File: src/rtl/mc_ctrl_pkg.sv
// Shared constants for the multi-cycle controller: state encoding, opcode/funct
// values, ALU operation codes and the instruction classifier used by the FSM.
package mc_ctrl_pkg;

  typedef enum logic [2:0] {
    S_FETCH  = 3'd0,
    S_DECODE = 3'd1,
    S_EXE    = 3'd2,
    S_MEM    = 3'd3,
    S_WB     = 3'd4
  } state_t;

  localparam logic [5:0] OP_RTYPE = 6'h00;
  localparam logic [5:0] OP_J     = 6'h02;
  localparam logic [5:0] OP_BEQ   = 6'h04;
  localparam logic [5:0] OP_ADDI  = 6'h08;
  localparam logic [5:0] OP_ADDIU = 6'h09;
  localparam logic [5:0] OP_ORI   = 6'h0D;
  localparam logic [5:0] OP_LW    = 6'h23;
  localparam logic [5:0] OP_SW    = 6'h2B;

  localparam logic [5:0] FN_ADD  = 6'h20;
  localparam logic [5:0] FN_ADDU = 6'h21;
  localparam logic [5:0] FN_SUB  = 6'h22;
  localparam logic [5:0] FN_SUBU = 6'h23;
  localparam logic [5:0] FN_AND  = 6'h24;
  localparam logic [5:0] FN_OR   = 6'h25;
  localparam logic [5:0] FN_SLT  = 6'h2A;

  // Shared with the ALU; the numeric values are part of the datapath contract.
  typedef enum logic [2:0] {
    ALU_OP_ADD  = 3'd0,
    ALU_OP_SUB  = 3'd1,
    ALU_OP_AND  = 3'd2,
    ALU_OP_OR   = 3'd3,
    ALU_OP_LESS = 3'd4,
    ALU_OP_B    = 3'd5
  } alu_op_t;

  typedef enum logic [3:0] {
    C_RTYPE,
    C_ADDI,
    C_ADDIU,
    C_ORI,
    C_LW,
    C_SW,
    C_BEQ,
    C_J,
    C_ILLEGAL
  } iclass_t;

  typedef struct packed {
    logic       pc_write;
    logic       pc_write_cond;
    logic       iord;
    logic       mem_read;
    logic       mem_write;
    logic       ir_write;
    logic       reg_dst;
    logic       mem_to_reg;
    logic       reg_write;
    logic       alu_src_a;
    logic [1:0] alu_src_b;
    logic       ext_op;
    logic [1:0] pc_source;
    logic       instr_done;
    logic       illegal_op;
  } ctl_t;

  function automatic iclass_t classify(input logic [5:0] op, input logic [5:0] funct);
    iclass_t c;
    c = C_ILLEGAL;
    case (op)
      OP_RTYPE: begin
        case (funct)
          FN_ADD, FN_ADDU, FN_SUB, FN_SUBU, FN_AND, FN_OR, FN_SLT: c = C_RTYPE;
          default: c = C_ILLEGAL;
        endcase
      end
      OP_J:     c = C_J;
      OP_BEQ:   c = C_BEQ;
      OP_ADDI:  c = C_ADDI;
      OP_ADDIU: c = C_ADDIU;
      OP_ORI:   c = C_ORI;
      OP_LW:    c = C_LW;
      OP_SW:    c = C_SW;
      default:  c = C_ILLEGAL;
    endcase
    return c;
  endfunction

  // Only the trapping arithmetic forms may suppress write-back.
  function automatic logic ovf_checked(input logic [5:0] op, input logic [5:0] funct);
    return ((op == OP_RTYPE) && ((funct == FN_ADD) || (funct == FN_SUB))) || (op == OP_ADDI);
  endfunction

endpackage

File: src/rtl/mc_ctrl_if.sv
// Controller <-> datapath bundle: instruction fields and status in, control strobes out.
// Memory handshake: mem_read/mem_write form a request held stable until the cycle
// mem_ready=1, which completes the access; mem_ready with no request is ignored.
interface mc_ctrl_if;
  logic [5:0] op;
  logic [5:0] funct;
  logic       overflow;
  logic       mem_ready;

  logic       pc_write;
  logic       pc_write_cond;
  logic       iord;
  logic       mem_read;
  logic       mem_write;
  logic       ir_write;
  logic       reg_dst;
  logic       mem_to_reg;
  logic       reg_write;
  logic       alu_src_a;
  logic [1:0] alu_src_b;
  logic       ext_op;
  logic [1:0] pc_source;
  logic [2:0] alu_op;
  logic       instr_done;
  logic       illegal_op;

  modport master (
    input  op, funct, overflow, mem_ready,
    output pc_write, pc_write_cond, iord, mem_read, mem_write, ir_write,
           reg_dst, mem_to_reg, reg_write, alu_src_a, alu_src_b, ext_op,
           pc_source, alu_op, instr_done, illegal_op
  );

  modport slave (
    output op, funct, overflow, mem_ready,
    input  pc_write, pc_write_cond, iord, mem_read, mem_write, ir_write,
           reg_dst, mem_to_reg, reg_write, alu_src_a, alu_src_b, ext_op,
           pc_source, alu_op, instr_done, illegal_op
  );
endinterface

File: src/rtl/mc_ctrl_alu_op_dec.sv
// ALU operation decoder: FETCH and DECODE always add (PC+4, branch target);
// EXE selects the instruction's own operation.
module alu_op_dec
  import mc_ctrl_pkg::*;
(
  input  state_t     state,
  input  logic [5:0] op,
  input  logic [5:0] funct,
  output logic [2:0] alu_op
);

  alu_op_t sel;

  always_comb begin
    sel = ALU_OP_ADD;
    if (state == S_EXE) begin
      case (classify(op, funct))
        C_RTYPE: begin
          case (funct)
            FN_SUB, FN_SUBU: sel = ALU_OP_SUB;
            FN_AND:          sel = ALU_OP_AND;
            FN_OR:           sel = ALU_OP_OR;
            FN_SLT:          sel = ALU_OP_LESS;
            default:         sel = ALU_OP_ADD;
          endcase
        end
        C_ORI:   sel = ALU_OP_OR;
        C_BEQ:   sel = ALU_OP_SUB;
        default: sel = ALU_OP_ADD;
      endcase
    end
  end

  assign alu_op = sel;

endmodule

File: src/rtl/mc_ctrl.sv
// Multi-cycle control FSM: FETCH/DECODE/EXE/MEM/WB sequencing around a shared ALU
// and unified memory, with memory wait states and overflow-suppressed write-back.
module mc_ctrl
  import mc_ctrl_pkg::*;
#(
  parameter state_t RESET_STATE = S_FETCH
) (
  input  logic              clk,
  input  logic              rst,
  mc_ctrl_if.master         bus,
  output state_t            dbg_state
);

  state_t     state_q;
  state_t     state_d;
  logic       ovf_q;
  logic       ovf_d;
  iclass_t    cls;
  ctl_t       ctl;
  logic [2:0] alu_op_w;

  assign cls = classify(bus.op, bus.funct);

  always_ff @(posedge clk or negedge rst) begin
    if (!rst) begin
      state_q <= RESET_STATE;
      ovf_q   <= 1'b0;
    end else begin
      state_q <= state_d;
      ovf_q   <= ovf_d;
    end
  end

  // Overflow is latched once per instruction, at the end of EXE.
  always_comb begin
    ovf_d = ovf_q;
    if (state_q == S_EXE) begin
      ovf_d = ovf_checked(bus.op, bus.funct) & bus.overflow;
    end
  end

  always_comb begin
    ctl     = '0;
    state_d = state_q;
    case (state_q)
      S_FETCH: begin
        ctl.mem_read  = 1'b1;
        ctl.alu_src_b = 2'd1;
        ctl.ir_write  = bus.mem_ready;
        ctl.pc_write  = bus.mem_ready;
        if (bus.mem_ready) state_d = S_DECODE;
      end
      S_DECODE: begin
        ctl.alu_src_b = 2'd3;
        ctl.ext_op    = 1'b1;
        case (cls)
          C_J: begin
            ctl.pc_write   = 1'b1;
            ctl.pc_source  = 2'd2;
            ctl.instr_done = 1'b1;
            state_d        = S_FETCH;
          end
          C_ILLEGAL: begin
            ctl.illegal_op = 1'b1;
            ctl.instr_done = 1'b1;
            state_d        = S_FETCH;
          end
          default: state_d = S_EXE;
        endcase
      end
      S_EXE: begin
        ctl.alu_src_a = 1'b1;
        case (cls)
          C_RTYPE: begin
            ctl.alu_src_b = 2'd0;
            state_d       = S_WB;
          end
          C_ADDI, C_ADDIU: begin
            ctl.alu_src_b = 2'd2;
            ctl.ext_op    = 1'b1;
            state_d       = S_WB;
          end
          C_ORI: begin
            ctl.alu_src_b = 2'd2;
            state_d       = S_WB;
          end
          C_LW, C_SW: begin
            ctl.alu_src_b = 2'd2;
            ctl.ext_op    = 1'b1;
            state_d       = S_MEM;
          end
          C_BEQ: begin
            ctl.alu_src_b     = 2'd0;
            ctl.pc_write_cond = 1'b1;
            ctl.pc_source     = 2'd1;
            ctl.instr_done    = 1'b1;
            state_d           = S_FETCH;
          end
          default: state_d = S_FETCH;
        endcase
      end
      S_MEM: begin
        ctl.iord      = 1'b1;
        ctl.mem_read  = (cls == C_LW);
        ctl.mem_write = (cls == C_SW);
        if (bus.mem_ready) begin
          if (cls == C_LW) begin
            state_d = S_WB;
          end else begin
            ctl.instr_done = (cls == C_SW);
            state_d        = S_FETCH;
          end
        end else if ((cls != C_LW) && (cls != C_SW)) begin
          state_d = S_FETCH;
        end
      end
      S_WB: begin
        ctl.reg_write  = ~ovf_q;
        ctl.instr_done = 1'b1;
        ctl.reg_dst    = (cls == C_RTYPE);
        ctl.mem_to_reg = (cls == C_LW);
        state_d        = S_FETCH;
      end
      default: state_d = S_FETCH;
    endcase
  end

  alu_op_dec u_alu_op_dec (
    .state  (state_q),
    .op     (bus.op),
    .funct  (bus.funct),
    .alu_op (alu_op_w)
  );

  assign bus.pc_write      = ctl.pc_write;
  assign bus.pc_write_cond = ctl.pc_write_cond;
  assign bus.iord          = ctl.iord;
  assign bus.mem_read      = ctl.mem_read;
  assign bus.mem_write     = ctl.mem_write;
  assign bus.ir_write      = ctl.ir_write;
  assign bus.reg_dst       = ctl.reg_dst;
  assign bus.mem_to_reg    = ctl.mem_to_reg;
  assign bus.reg_write     = ctl.reg_write;
  assign bus.alu_src_a     = ctl.alu_src_a;
  assign bus.alu_src_b     = ctl.alu_src_b;
  assign bus.ext_op        = ctl.ext_op;
  assign bus.pc_source     = ctl.pc_source;
  assign bus.alu_op        = alu_op_w;
  assign bus.instr_done    = ctl.instr_done;
  assign bus.illegal_op    = ctl.illegal_op;
  assign dbg_state         = state_q;

endmodule

File: src/flat_wrapper.sv
// flat-port wrapper written by rule: the top's interface ports become plain ports
module mc_ctrl_flat import mc_ctrl_pkg::*;
#(
  parameter state_t RESET_STATE = S_FETCH
)
  (clk, rst, dbg_state, bus_op, bus_funct, bus_overflow, bus_mem_ready, bus_pc_write, bus_pc_write_cond, bus_iord, bus_mem_read, bus_mem_write, bus_ir_write, bus_reg_dst, bus_mem_to_reg, bus_reg_write, bus_alu_src_a, bus_alu_src_b, bus_ext_op, bus_pc_source, bus_alu_op, bus_instr_done, bus_illegal_op);
  mc_ctrl_if bus_i ();
  input  logic clk;
  input  logic rst;
  output state_t dbg_state;
  input wire logic [$bits(bus_i.op)-1:0] bus_op;
  input wire logic [$bits(bus_i.funct)-1:0] bus_funct;
  input wire logic [$bits(bus_i.overflow)-1:0] bus_overflow;
  input wire logic [$bits(bus_i.mem_ready)-1:0] bus_mem_ready;
  output wire logic [$bits(bus_i.pc_write)-1:0] bus_pc_write;
  output wire logic [$bits(bus_i.pc_write_cond)-1:0] bus_pc_write_cond;
  output wire logic [$bits(bus_i.iord)-1:0] bus_iord;
  output wire logic [$bits(bus_i.mem_read)-1:0] bus_mem_read;
  output wire logic [$bits(bus_i.mem_write)-1:0] bus_mem_write;
  output wire logic [$bits(bus_i.ir_write)-1:0] bus_ir_write;
  output wire logic [$bits(bus_i.reg_dst)-1:0] bus_reg_dst;
  output wire logic [$bits(bus_i.mem_to_reg)-1:0] bus_mem_to_reg;
  output wire logic [$bits(bus_i.reg_write)-1:0] bus_reg_write;
  output wire logic [$bits(bus_i.alu_src_a)-1:0] bus_alu_src_a;
  output wire logic [$bits(bus_i.alu_src_b)-1:0] bus_alu_src_b;
  output wire logic [$bits(bus_i.ext_op)-1:0] bus_ext_op;
  output wire logic [$bits(bus_i.pc_source)-1:0] bus_pc_source;
  output wire logic [$bits(bus_i.alu_op)-1:0] bus_alu_op;
  output wire logic [$bits(bus_i.instr_done)-1:0] bus_instr_done;
  output wire logic [$bits(bus_i.illegal_op)-1:0] bus_illegal_op;
  assign bus_i.op = bus_op;
  assign bus_i.funct = bus_funct;
  assign bus_i.overflow = bus_overflow;
  assign bus_i.mem_ready = bus_mem_ready;
  assign bus_pc_write = bus_i.pc_write;
  assign bus_pc_write_cond = bus_i.pc_write_cond;
  assign bus_iord = bus_i.iord;
  assign bus_mem_read = bus_i.mem_read;
  assign bus_mem_write = bus_i.mem_write;
  assign bus_ir_write = bus_i.ir_write;
  assign bus_reg_dst = bus_i.reg_dst;
  assign bus_mem_to_reg = bus_i.mem_to_reg;
  assign bus_reg_write = bus_i.reg_write;
  assign bus_alu_src_a = bus_i.alu_src_a;
  assign bus_alu_src_b = bus_i.alu_src_b;
  assign bus_ext_op = bus_i.ext_op;
  assign bus_pc_source = bus_i.pc_source;
  assign bus_alu_op = bus_i.alu_op;
  assign bus_instr_done = bus_i.instr_done;
  assign bus_illegal_op = bus_i.illegal_op;
  mc_ctrl #(.RESET_STATE(RESET_STATE)) u_core (.clk(clk), .rst(rst), .bus(bus_i), .dbg_state(dbg_state));
endmodule
File: config.mk
export PLATFORM = sky130hd
export DESIGN_NAME = mc_ctrl_flat
export DESIGN_NICKNAME = d
export VERILOG_FILES = /design/src/rtl/mc_ctrl_pkg.sv /design/src/rtl/mc_ctrl_if.sv /design/src/rtl/mc_ctrl_alu_op_dec.sv /design/src/rtl/mc_ctrl.sv /design/src/flat_wrapper.sv
export SDC_FILE = /design/constraint.sdc
export NUM_CORES = 1
export LEC_CHECK = 0
export BUFFER_PORTS_ARGS = -buffer_cell sky130_fd_sc_hd__buf_2
export CAP_MARGIN = 20
export CORE_MARGIN = 2
export CORE_UTILIZATION = 40
export CTS_CLUSTER_SIZE = 30
export DETAILED_ROUTE_END_ITERATION = 16
export PLACE_DENSITY = 0.75
export SLEW_MARGIN = 20
export SYNTH_ARGS = -nofsm -noshare
export SYNTH_HDL_FRONTEND = slang
export SYNTH_SLANG_ARGS = --single-unit
File: constraint.sdc
create_clock -name clk -period 1.6 [get_ports clk]
set_input_delay 0.16 -clock clk [delete_from_list [all_inputs] [get_ports clk]]
set_output_delay 0.16 -clock clk [all_outputs]
set_load 0.02 [all_outputs]
==> results of run 1 <==
[metrics by stage]
stage	cell area, um^2	utilization, %	std cells
3_5_place_dp	1320	76.2	199
3_3_place_gp	1320	76.2	199
2_1_floorplan	830	-	102
[synthesized netlist by cell type, drive strengths merged (2+ instances only)]
cell	count	share of area, %
a211oi	2	2.0
a21oi	4	2.7
and2	2	1.7
and3b	2	2.4
buf	5	3.4
dfrtp	4	14
inv	4	2.0
nand2	9	4.6
nand2b	3	2.6
nand3	3	2.0
nand3b	4	4.1
nor2	8	4.1
nor3	10	7.5
o2111ai	2	2.4
o21ai	5	3.4
o221ai	2	3.2
o32ai	4	4.8
or2	3	2.6
or3b	3	3.9
or4b	2	3.2
[cells by family after synthesis]
logic type,Yosys count,share of synthesized area (%)
compound gates,29,30.7
buf+inv,10,5.97
xor+xnor,1,1.19
simple gates,57,47.1
fa+ha+maj,1,1.37
flops,4,13.7
==> results.md, run 1 <==
- Clock Sink Count: 4
- Outcome: did not finish
- Cell row count: 15
- Die H: 46.8 um
- Portion of the post-synthesis area used by sequential elements: 13.7%
- Avg Synthesized Cell Area: 7.19 um^2
- Hold buffers post-CTS: 1
- Unique cell type count in the Yosys netlist: 46
- Combined area of all synthesized cells: 733 um^2
- #FFs+latches synth: 4
- First error: [ERROR DPL-0033] detailed placement checks failed during check placement.
- Placer congestion estimate: 0.871
- Synthesis Warnings: 0
- Number of enable-type register cells in the synthesized netlist: 0
- Stop stage: clock tree synthesis
- Initial core utilization: 42.5%
- Die W: 46.8 um
- Number of post-CTS setup repair buffers: 16
- Setup slack after placement: -0.298 ns
- Number of nets produced by synthesis: 118
- Gate Count Post-Synth: 102
- Clock H-tree levels: 1
- Number of I/O pins: 39
- Top_reg_cell synth: sky130_fd_sc_hd__dfrtp_1
- Detailed placer's ending HPWL: 2.19 mm
- Clock Root Buffer: sky130_fd_sc_hd__clkbuf_4
- Resized Gates After CTS: 69
- Port Buf Inserts: 38
- Inserted Clock Buffers: 3
- Ys async rst share: 100%
- Max clock buf depth: 2
==> inputs of run 2 (changes only) <==
CORE_AREA = 2 2 63 65   (was unset)
CORE_MARGIN = unset   (was 2)
CORE_UTILIZATION = unset   (was 40)
CTS_CLUSTER_SIZE = unset   (was 30)
DIE_AREA = 0 0 65 67   (was unset)
PLACE_DENSITY = unset   (was 0.75)
PLACE_DENSITY_LB_ADDON = 0.15   (was unset)
clock period = 2.1 ns   (was 1.6 ns; I/O delays follow)
==> run 2 against run 1 <==
Compared with the run above:
- the flow now finishes without violations
- area after synthesis unchanged
- synthesized cell count unchanged
==> results.md, run 2 <==
- Standard cell with the maximum stage delay on the critical path: sky130_fd_sc_hd__or4_4
- Number of nets with antenna violations after detailed routing: 0
- Most frequent cells in the layout: sky130_fd_sc_hd__buf_2 (35), sky130_fd_sc_hd__buf_4 (13), sky130_fd_sc_hd__nand2_1 (9), sky130_fd_sc_hd__nor3_1 (8), sky130_fd_sc_hd__nor2_1 (8)
- Die H: 67 um (was 46.8 um)
- Cell row count: 22 (was 15)
- Area growth from synthesis to layout: 60.8%
- Placer congestion estimate: 0.766 (was 0.871)
- Clock slew seen by the registers of the worst setup and hold paths: 0.03 ns
- CP Class: register to output pin
- Global route overflow: 0
- Clock Sink Count: 4 (unchanged)
- Share of cells above drive strength 1: 48.3%
- Routed WL: 2.58 mm
- First-pass GRT wire length: 4.12 mm
- RSZ-0062 raised after global routing: yes
- Leading cell types by total area after synthesis: sky130_fd_sc_hd__dfrtp_1 (14%), sky130_fd_sc_hd__nor3_1 (6.1%), sky130_fd_sc_hd__o32ai_1 (4.8%) (unchanged)
- Clock H-tree levels: 1 (unchanged)
- Max-slew headroom: 64.0%
- Share of the synthesized area in the top cell type: 13.7% (unchanged)
- Layout fillers: 397
- Initial core utilization: 20.3% (was 42.5%)
- Final #Nets: 169
- Clk_lat worst skew: 0.21 ns
- Unique cell type count in the Yosys netlist: 46 (unchanged)
- Power density normalized to cell area: 380 nW/um^2
- Combined area of all synthesized cells: 733 um^2 (unchanged)
- Die W: 65 um (was 46.8 um)
- Vias after detailed routing: 993
- Data arrival time of the critical path: 1.85 ns
- Detailed placer's ending HPWL: 2.08 mm (was 2.19 mm)
- Worst path setup slack after routing: 0.0370 ns
- Port Buf Inserts: 38 (unchanged)
- Max Fclk: 485 MHz
- Avg Synthesized Cell Area: 7.19 um^2 (unchanged)
- Routed len/inst: 13.0 um
- Final critical-path share of the clock period: 98.2%
- Number of diodes added for antenna fixing: 0
- Max cap viols: 0
- Detailed Route Iter0 Violations: 23
- Via count of the first global-routing pass: 925
- Smallest hold slack: 0.274 ns
- Number of nets produced by synthesis: 118 (unchanged)
- Global router's overall resource usage: 12.0%
- Launching element type of the critical path: register
- DRC violation count after routing: 0
- Post-route setup TNS: 0 ns
- Count of final max-slew check failures: 0
- Clock Root Buffer: sky130_fd_sc_hd__clkbuf_8 (was sky130_fd_sc_hd__clkbuf_4)
- Peak supply drop: 0.135 mV
- First-pass detailed-route iteration total: 4
- Top_reg_cell synth: sky130_fd_sc_hd__dfrtp_1 (unchanged)
- Cell type with the highest aggregate area in the netlist: sky130_fd_sc_hd__dfrtp_1 (unchanged)
- Series of cell instances along the critical path: or3b_4, or4_4, o311ai_2, a221o_1, buf_6
- Final Setup Violations: 0
- CP Max Fanout: 5
- Endpoint class of the critical path: output pin
- Gate Count Post-Synth: 102 (unchanged)
- Max clock buf depth: 2 (unchanged)
- Maximum cell stage delay along the critical path: 0.43 ns
- Antenna violations before repair: 0
- Outcome: complete, no violations (was did not finish)
- Most used standard cells in the synthesized netlist: sky130_fd_sc_hd__nand2_1 (9), sky130_fd_sc_hd__nor3_1 (9), sky130_fd_sc_hd__nor2_1 (8), sky130_fd_sc_hd__buf_2 (5), sky130_fd_sc_hd__o21ai_0 (5) (unchanged)
- Static Leakage: 0.000507 uW
- Number of enable-type register cells in the synthesized netlist: 0 (unchanged)
- Area of the core: 3610 um^2
- Setup slack after placement: 0.0810 ns (was -0.298 ns)
- Ys async rst share: 100% (unchanged)
- Worst endpoint required time: 1.89 ns
- Inserted Clock Buffers: 3 (unchanged)
- Die Outline Area: 4360 um^2
- Number of I/O pins: 39 (unchanged)
- Worst hold path type: input port to register
- Maximum clock skew at final layout: 0.000566 ns
- Number of flip-flops under the largest register name: 3
- Largest net degree at the start of global routing: 14
- Synthesis Warnings: 0 (unchanged)
- Most common cell after layout, fill and taps aside: sky130_fd_sc_hd__buf_2
- CTS tree: yes
- Portion of the post-synthesis area used by sequential elements: 13.7% (unchanged)
- Mean number of vias per cell: 4.99
- Number of endpoints with negative hold slack in the final report: 0
- Final critical path time including I/O delays and setup: 2.06 ns
- Transition time at the pin with the least slew margin: 0.534 ns
- #FFs+latches synth: 4 (unchanged)
-- run 2: cell counts after synthesis --
Identical to the previous run, type by type.
-- run 2: report_power, final --
| group | leakage (uW) | internal (uW) | switching, uW | total, uW |
|---|---|---|---|---|
| Clock | 0.0000216 | 122 | 36.8 | 159 |
| Sequential | 0.0000511 | 86.9 | 6.76 | 93.7 |
| Combinational | 0.000435 | 84.1 | 112 | 196 |
-- run 2: layer usage --
layer / vias up / global-route usage [%] / share of wire [%]
met5: - / 0 / 0
met4: 0 / 3.99 / 0
met3: 0 / 1.18 / 4.9
met2: 28 / 21.9 / 49
met1: 469 / 14.6 / 46
li1: 496 / - / -
-- run 2: kinds of logic (layout without fill, tap and decap cells) --
kind of cell,Yosys count,in the layout,share of synthesized area [%]
xor gates and xnor gates,1,1,1.19
adders and majority gates,1,1,1.37
buffers and inverters,10,59,5.97
and+or+nand+nor,57,57,47.1
DFF,4,4,13.7
AOI/OAI and AO/OA,29,29,30.7
-- run 2: per-stage QoR --
step                      cells  instance area [um^2]  utilization [%]  power [uW]
after floorplan             102                   773                -         206
after global placement      192                  1070             29.7         274
after detailed placement    192                  1070             29.7         276
after CTS                   199                  1160             32.2         449
after global routing        199                  1180             32.7         473
final                       199                  1180             32.7         448
-- run 2: final timing paths --
kind / depth (start not counted) / endpoint / start / slack (ns)
max: 5 / bus_instr_done / u_core.dbg_state[1] / 0.04
min: 3 / u_core.ovf_q / bus_overflow / 0.27
max reg2reg: 3 / u_core.dbg_state[1] / u_core.dbg_state[1] / 0.74
min reg2reg: 2 / u_core.ovf_q / u_core.ovf_q / 0.49
max in group asynchronous: 2 / u_core.dbg_state[1] / rst / 1.64
min in group asynchronous: 2 / u_core.dbg_state[0] / rst / 0.33
-- run 2: layout make-up --
type                            count  area, um^2  area share [%]
Sequential cell                     4         101            8.60
Clock buffer                        3        41.3            3.50
Multi-Input combinational cell     88         648            55.0
Tap cell                           48        60.1            5.10
Timing Repair Buffer               52         313            26.5
Inverter                            4        15.0            1.27
-- run 2: worst max-delay path, delay by kind of cell (launching register included) --
family | cells | cell delay, ns
AND/OR/NAND/NOR | 2 | 0.83
flip-flops | 1 | 0.42
AO/OA/AOI/OAI | 2 | 0.26
buffers and inverters | 1 | 0.12
-- run 2: what timing repair did --
item	4_1_cts	5_1_grt
pin swaps	2	1
setup buffers	3	0
endpoints found under the hold margin	4	0
hold buffers	1	0
setup endpoints to repair	6	3
gates resized for setup	6	4
(Power assumes the default switching activity.)
